$ cat config.mk
export PLATFORM = sky130hd
export DESIGN_NAME = fetch_unit
export DESIGN_NICKNAME = d
export VERILOG_FILES = /design/src/rtl/fetch_pkg.sv /design/src/rtl/fetch_fifo.sv /design/src/rtl/fetch_unit.sv
export SDC_FILE = /design/constraint.sdc
export NUM_CORES = 1
export LEC_CHECK = 0
export BUFFER_PORTS_ARGS = -buffer_cell sky130_fd_sc_hd__buf_2
export CAP_MARGIN = 15
export CORE_MARGIN = 2
export CORE_UTILIZATION = 62
export DETAILED_ROUTE_END_ITERATION = 10
export PLACE_DENSITY = 0.86
export SYNTH_ARGS = -nofsm -noshare
export SYNTH_HDL_FRONTEND = slang
export SYNTH_SLANG_ARGS = --single-unit
$ cat constraint.sdc
create_clock -name clock -period 13.7 [get_ports clock]
set_clock_uncertainty 0.15 [all_clocks]
set_input_delay 2.74 -clock clock [delete_from_list [all_inputs] [get_ports clock]]
set_output_delay 2.74 -clock clock [all_outputs]
set_load 0.1 [all_outputs]
$ cat src/rtl/fetch_pkg.sv
// fetch_pkg: state encoding and default parameters shared by the fetch unit and its queue.
package fetch_pkg;
  typedef enum logic [1:0] {RUN, WAIT_RSP, DRAIN} fetch_state_e;
  localparam int DEF_ADDR_W   = 32;
  localparam int DEF_INST_W   = 32;
  localparam int DEF_QDEPTH   = 4;
  localparam int DEF_RESET_PC = 0;
endpackage

$ cat src/rtl/fetch_fifo.sv
// fetch_fifo: registered instruction queue with flush; head reads as zero when empty.
module fetch_fifo import fetch_pkg::*; #(
  parameter int W     = DEF_ADDR_W + DEF_INST_W,
  parameter int DEPTH = DEF_QDEPTH
) (
  input  logic                     clk,
  input  logic                     rst,
  input  logic                     flush,
  input  logic                     push,
  input  logic [W-1:0]             push_data,
  input  logic                     pop,
  output logic                     valid,
  output logic [W-1:0]             data,
  output logic [$clog2(DEPTH):0]   count
);
  localparam int AW = $clog2(DEPTH);
  logic [W-1:0]  mem_q [DEPTH];
  logic [AW-1:0] wr_q, wr_d, rd_q, rd_d;
  logic [AW:0]   cnt_q, cnt_d;
  logic          do_push, do_pop;
  always_comb begin
    valid   = cnt_q != '0;
    data    = valid ? mem_q[rd_q] : '0;
    count   = cnt_q;
    do_push = push && cnt_q != (AW+1)'(DEPTH);
    do_pop  = pop && valid;
    wr_d    = flush ? '0 : wr_q + AW'(do_push);
    rd_d    = flush ? '0 : rd_q + AW'(do_pop);
    cnt_d   = flush ? '0 : cnt_q + (AW+1)'(do_push) - (AW+1)'(do_pop);
  end
  always_ff @(posedge clk) begin
    if (rst) begin
      wr_q  <= '0;
      rd_q  <= '0;
      cnt_q <= '0;
    end else begin
      wr_q  <= wr_d;
      rd_q  <= rd_d;
      cnt_q <= cnt_d;
    end
  end
  always_ff @(posedge clk)
    if (do_push && !flush) mem_q[wr_q] <= push_data;
endmodule

$ cat src/rtl/fetch_unit.sv
// fetch_unit: single-outstanding instruction fetcher with redirect handling and an output queue.
module fetch_unit import fetch_pkg::*; #(
  parameter int                ADDR_W   = DEF_ADDR_W,
  parameter int                INST_W   = DEF_INST_W,
  parameter int                QDEPTH   = DEF_QDEPTH,
  parameter logic [ADDR_W-1:0] RESET_PC = ADDR_W'(DEF_RESET_PC)
) (
  input  logic              clock,
  input  logic              reset,
  output logic              imem_req_valid,
  output logic [ADDR_W-1:0] imem_req_addr,
  input  logic              imem_req_ready,
  input  logic              imem_rsp_valid,
  input  logic [INST_W-1:0] imem_rsp_data,
  input  logic              redirect_valid,
  input  logic [ADDR_W-1:0] redirect_target,
  output logic              out_valid,
  output logic [INST_W-1:0] out_inst,
  output logic [ADDR_W-1:0] out_pc,
  input  logic              out_ready
);
  localparam int INST_B = INST_W / 8;
  localparam int CW     = $clog2(QDEPTH) + 1;
  fetch_state_e                state_q, state_d;
  logic [ADDR_W-1:0]           pc_q, pc_d, req_pc_q, req_pc_d;
  logic [CW-1:0]               count;
  logic [ADDR_W+INST_W-1:0]    q_data;
  logic                        acc, push, pop, rsp_take;
  always_comb begin
    imem_req_valid = !reset && !redirect_valid && state_q == RUN && count < CW'(QDEPTH);
    imem_req_addr  = pc_q;
    acc            = imem_req_valid && imem_req_ready;
    pop            = out_valid && out_ready;
    push           = !redirect_valid && state_q == WAIT_RSP && imem_rsp_valid;
    rsp_take       = imem_rsp_valid && state_q != RUN;
    state_d        = state_q;
    pc_d           = pc_q;
    req_pc_d       = req_pc_q;
    // A response coinciding with the redirect is the one being drained, so no DRAIN is needed
    if (redirect_valid) begin
      state_d = (state_q != RUN && !imem_rsp_valid) ? DRAIN : RUN;
      pc_d    = redirect_target & ~ADDR_W'(INST_B - 1);
    end else if (acc) begin
      state_d  = WAIT_RSP;
      pc_d     = pc_q + ADDR_W'(INST_B);
      req_pc_d = pc_q;
    end else if (rsp_take) begin
      state_d = RUN;
    end
  end
  always_ff @(posedge clock) begin
    if (reset) begin
      state_q  <= RUN;
      pc_q     <= RESET_PC;
      req_pc_q <= '0;
    end else begin
      state_q  <= state_d;
      pc_q     <= pc_d;
      req_pc_q <= req_pc_d;
    end
  end
  fetch_fifo #(.W(ADDR_W + INST_W), .DEPTH(QDEPTH)) u_fifo (
    .clk       (clock),
    .rst       (reset),
    .flush     (redirect_valid),
    .push      (push),
    .push_data ({req_pc_q, imem_rsp_data}),
    .pop       (pop),
    .valid     (out_valid),
    .data      (q_data),
    .count     (count)
  );
  assign out_pc   = q_data[ADDR_W+INST_W-1:INST_W];
  assign out_inst = q_data[INST_W-1:0];
endmodule

---- Word level (Yosys, flattened, before mapping) ----
Memory sizes are Yosys's and may differ from the RTL's. A register that Yosys moved wholly into a read port is not among the register bits.
Index checks and enable logic that the tools add are counted.
storage, ports and cells
  bits in registers ....................... 73
  RAM bits ................................ 256
  output and inout port bits .............. 98
  word-level logic and storage cells ...... 49
  memories ................................ 1
memory list
  memory        words  bits a word  rd ports  clocked after Yosys merged registers in  write ports  RTL line          source
  u_fifo.mem_q  4      64           1         1                                        1            fetch_fifo.sv:17  logic [W-1:0] mem_q [DEPTH];
operators by class
  add/sub/neg operators ................... 5
  magnitude comparators ................... 1
  equality and inequality tests ........... 2
  muxes and demuxes ....................... 10
  bitwise operators ....................... 1
  reduce and logical (&&, ||, !) cells .... 22
operators by type and width
  cell                                                              number
  32-bit two-way mux                                                2
  64-bit two-way mux                                                1
  32-bit by 3-bit adder with 32-bit output (second input constant)  1
  1-bit logical AND                                                 12
  2-bit two-way mux                                                 5
  3-bit nonzero test                                                2
  2-bit by 1-bit adder with 2-bit output                            2
  2-bit nonzero test                                                2
  3-bit by 1-bit adder with 3-bit output                            1
  1-bit zero test                                                   3
  3-bit less-than comparator (second input constant)                1
  3-bit != test (second input constant)                             1
  3-bit by 1-bit subtractor with 3-bit output                       1
  2-bit by 1-bit == test with 1-bit output (second input constant)  1
  2-bit zero test                                                   1
  1-bit two-way mux                                                 2
  2-bit AND reduction                                               1
  2-bit OR reduction                                                1
  1-bit NOT                                                         1

---- Depth between registers and ports, before layout ----
  word-level depth ........................ 7
  mapped depth ............................ 9

---- Modules after synthesis ----
A second synthesis with hierarchy kept.
unflattened totals
  cells, all modules ...................... 822
  area, all modules ....................... 12997.5 µm²
by module, submodules not included
  module      instances  cells an instance  area an instance (µm²)
  fetch_fifo  1          443                10040.9
  fetch_unit  1          379                2956.6

---- Least setup slack after synthesis ----
No wires, ideal clock.
  kind .................................... input to register
  start point ............................. input port redirect_valid
  end point ............................... memory u_fifo.mem_q[0][0] (netlist name), enable pin
  arrival ................................. 8.025 ns
  slack ................................... 4.954 ns
  stages on the path ...................... 5
  path buffers ............................ 1
  cells stage by stage .................... buf_2 -> inv_1 -> nand4b_1 -> a31oi_1 -> nor3b_1
between the ends
  cells in the longest elaborated chain, start to end .. 7
RTL lines
  element                                    RTL line                            source
  start, declared                            fetch_unit.sv:15                    input logic redirect_valid,
  1-bit zero test *                          fetch_fifo.sv:43, fetch_unit.sv:34
  1-bit logical AND (2 in a row)             fetch_unit.sv:34                    push = !redirect_valid && state_q == WAIT_RSP && imem_rsp_valid;
  1-bit logical AND                          fetch_fifo.sv:25                    do_push = push && cnt_q != (AW+1)'(DEPTH);
  1-bit logical AND *                        fetch_fifo.sv:43                    if (do_push && !flush) mem_q[wr_q] <= push_data;
  1-bit two-way mux *                        fetch_fifo.sv:43
  1-bit two-way mux (not written as such) *  fetch_fifo.sv:43
  end, declared                              fetch_fifo.sv:17
Mark *: on every way between the ends. The rest lies on a longest branch, timed or not.

---- Final worst setup path ----
  start point ............................. input port reset
  end point ............................... output port imem_req_valid
between the ends
  cells in the longest elaborated chain, start to end .. 4
RTL lines
  element                         RTL line          source
  start, declared                 fetch_unit.sv:9   input logic reset,
  1-bit zero test                 fetch_unit.sv:30  imem_req_valid = !reset && !redirect_valid && state_q == RUN && count < CW'(QDEPTH);
  1-bit logical AND (3 in a row)  fetch_unit.sv:30
  end, declared                   fetch_unit.sv:10  output logic imem_req_valid,
No other way between the ends.

==> metrics <==
status=finished, final reports clean; DR WL met3=1620 µm; Initial Util=62.8%; first drt pass iteration count=5; DRT iter0 DRCs=537; predominant post-synthesis flop cell=edfxtp_1; fin crit share=50.5%; HPWL after DPL=14800 µm; Yosys top cell area share=59.0%; total wire length=25600 µm; Async S/R FF share, synth=0%; min Tclk post-route=6.92 ns; DP Worst Slack=6.78 ns; Worst-Skew Late Latency=0.54 ns; share of cells above drive strength 1=30.3%; post-synthesis compound-gate area fraction=3.80%; via count=7332; largest family of logic cells by synthesized area=multiplexers; largest net degree at the start of global routing=64; register area share after synthesis=69.9%; commonest non-fill, non-tap cell in the layout=edfxtp_1; clock sinks=317; Max stage delay cell, worst path=buf_2; CTS tree=yes; RSZ-0062 raised after global routing=no; HP Class=reg -> reg; drc violations=0; Adder-Cell Fraction of Synth Area=0.654%; VDD IR max=0.000103 V; number of max-cap violations=0; highest metal used=met5; H-tree Lvls=1; most frequent cells in the layout=edfxtp_1, buf_2, nand2_1, dfxtp_1, nor2b_1; mapped cell area=12600 µm²; WL met2=12900 µm; CP dominant cell by count=buf_2; clk root buf=clkbuf_16; vias in the first global route=7303; post_cts resized=0; first-pass GRT wire length=40000 µm; initial antenna violation count=2; gpl congestion=0.850; Worst-Margin Slew=0.989 ns; post-synthesis area per instance=16.0 µm²; clk slew on worst S/H paths=0.06 ns; Cell Rows=52; ANT nets after route=0; Slew HR=34.0%; synthesized instance count=791; die width=147 µm; simple-gate portion of the synthesized area=10.6%; met1 WL=10400 µm; CTS Hold Buffers Added=0; # setup viols final=0; port bufs=161; Setup TNS Final=0 ns; required time worst endpoint=10.81 ns; EDFF count, synth=248; Crit Path Class=in -> out; area leader, netlist=edfxtp_1; total power=2.02 mW; IO Pins=168; GR Util All Layers=23.9%; clock buffer depth=3; WL/cell=20.7 µm; Crit. End Element=output port; WP data arrival=4.03 ns; die area=21500 µm²; Post-Synth XOR/XNOR Area=1.11%; worst stage delay on the critical path=0.42 ns; setup bufs post-CTS=0; Nets=1019; DR vias/cell=5.93; fin. max-slew vios=0; top cells by area, synth=edfxtp_1, mux4_2, dfxtp_1; Leak=4.81 nW; Critical Path, Cell by Cell=buf_2, buf_4, nor2_4, and2_1, buf_2; fraction of synthesized area in multiplexers=11.6%; grt ovf=0; Die Height=147 µm; Area Overhead vs Synth=15.7%; synth warn=0; Power Dens Cells=138 nW/µm²; Final WS setup=6.78 ns; Netlist cell types=55; FF+latch count, synth=317; Worst setup SP type=primary input; FMAX=144 MHz; CORE AREA=20100 µm²; Final Hold Fails=0; critical path peak fanout=58; CTS buffer count=31
## logic make-up after synthesis
family,after synthesis
other,1
XOR/XNOR,16
AO/OA/AOI/OAI,78
AND/OR/NAND/NOR,244
adder cells (fa/ha/maj),6
multiplexers,68
buffers and inverters,61
flip-flops,317
## layout make-up
| class | instances | area [µm²] |
|---|---|---|
| multi-input combinational | 416 | 3550 |
| antenna | 1 | 2.50 |
| clock inverter | 17 | 175 |
| inverter | 10 | 37.5 |
| sequential | 317 | 8840 |
| timing repair buffer | 167 | 851 |
| clock buffer | 39 | 816 |
| tap | 270 | 338 |
| fill | 1243 | 5500 |
## through the flow
step           hold WS, ns  instance area (µm²)  utilization (%)  instances
2_1_floorplan        0.310                12600                -        794
3_3_place_gp         0.325                13600             67.7       1180
3_5_place_dp         0.335                13600             67.7       1180
4_1_cts              0.348                14600             72.6       1236
5_1_grt              0.380                14600             72.6       1236
6_report             0.352                14600             72.6       1237
## metal layers
metal	vias to the layer above	GRT usage (%)
met1	3661	32.4
met2	297	41.3
met5	-	0
li1	3327	-
met4	2	5.97
met3	45	3.98
## worst paths after layout
check	startpoint	to	slack [ns]	depth (start not counted)
worst max register to register	state_q[0]	u_fifo.mem_q[0][26]	10.49	4
worst max-delay path	reset	imem_req_valid	6.78	5
worst min-delay path	req_pc_q[12]	req_pc_q[12]	0.35	2
worst min register to register	req_pc_q[12]	req_pc_q[12]	0.35	2
## Yosys cell counts, types with 4 or more instances
| master | count |
|---|---|
| edfxtp_1 | 248 |
| nand2_1 | 84 |
| dfxtp_1 | 69 |
| nor2b_1 | 63 |
| mux4_2 | 62 |
| a21oi_1 | 39 |
| clkbuf_1 | 29 |
| nor2_1 | 18 |
| buf_2 | 12 |
| nand4_1 | 12 |
| and2_1 | 11 |
| inv_1 | 10 |
| a31oi_1 | 9 |
| and3_1 | 9 |
| nor3_1 | 9 |
| nand3_1 | 8 |
| xnor2_1 | 8 |
| xor2_1 | 8 |
| and4_1 | 7 |
| buf_4 | 6 |
| o21ai_0 | 6 |
| ha_1 | 5 |
| mux2_2 | 5 |
| o22ai_1 | 4 |
## critical path: cells and delay by family
family | cells | cell delay [ns]
buf+inv | 3 | 0.82
simple gates | 2 | 0.44
## report_power, final
part / leakage (nW) / internal, mW / switching, mW
Clock: 0.471 / 0.477 / 0.337
Sequential: 2.62 / 1.04 / 0.0138
Combinational: 1.71 / 0.0300 / 0.122
## sequential cells by signal, summed over array words and instances (netlist names)
name           count
imem_req_addr     30
u_fifo.wr_q        2
req_pc_q          30
u_fifo.rd_q        2
state_q            2
u_fifo.mem_q     248
u_fifo.count       3
Note: power is estimated with default switching activity, not from simulation.
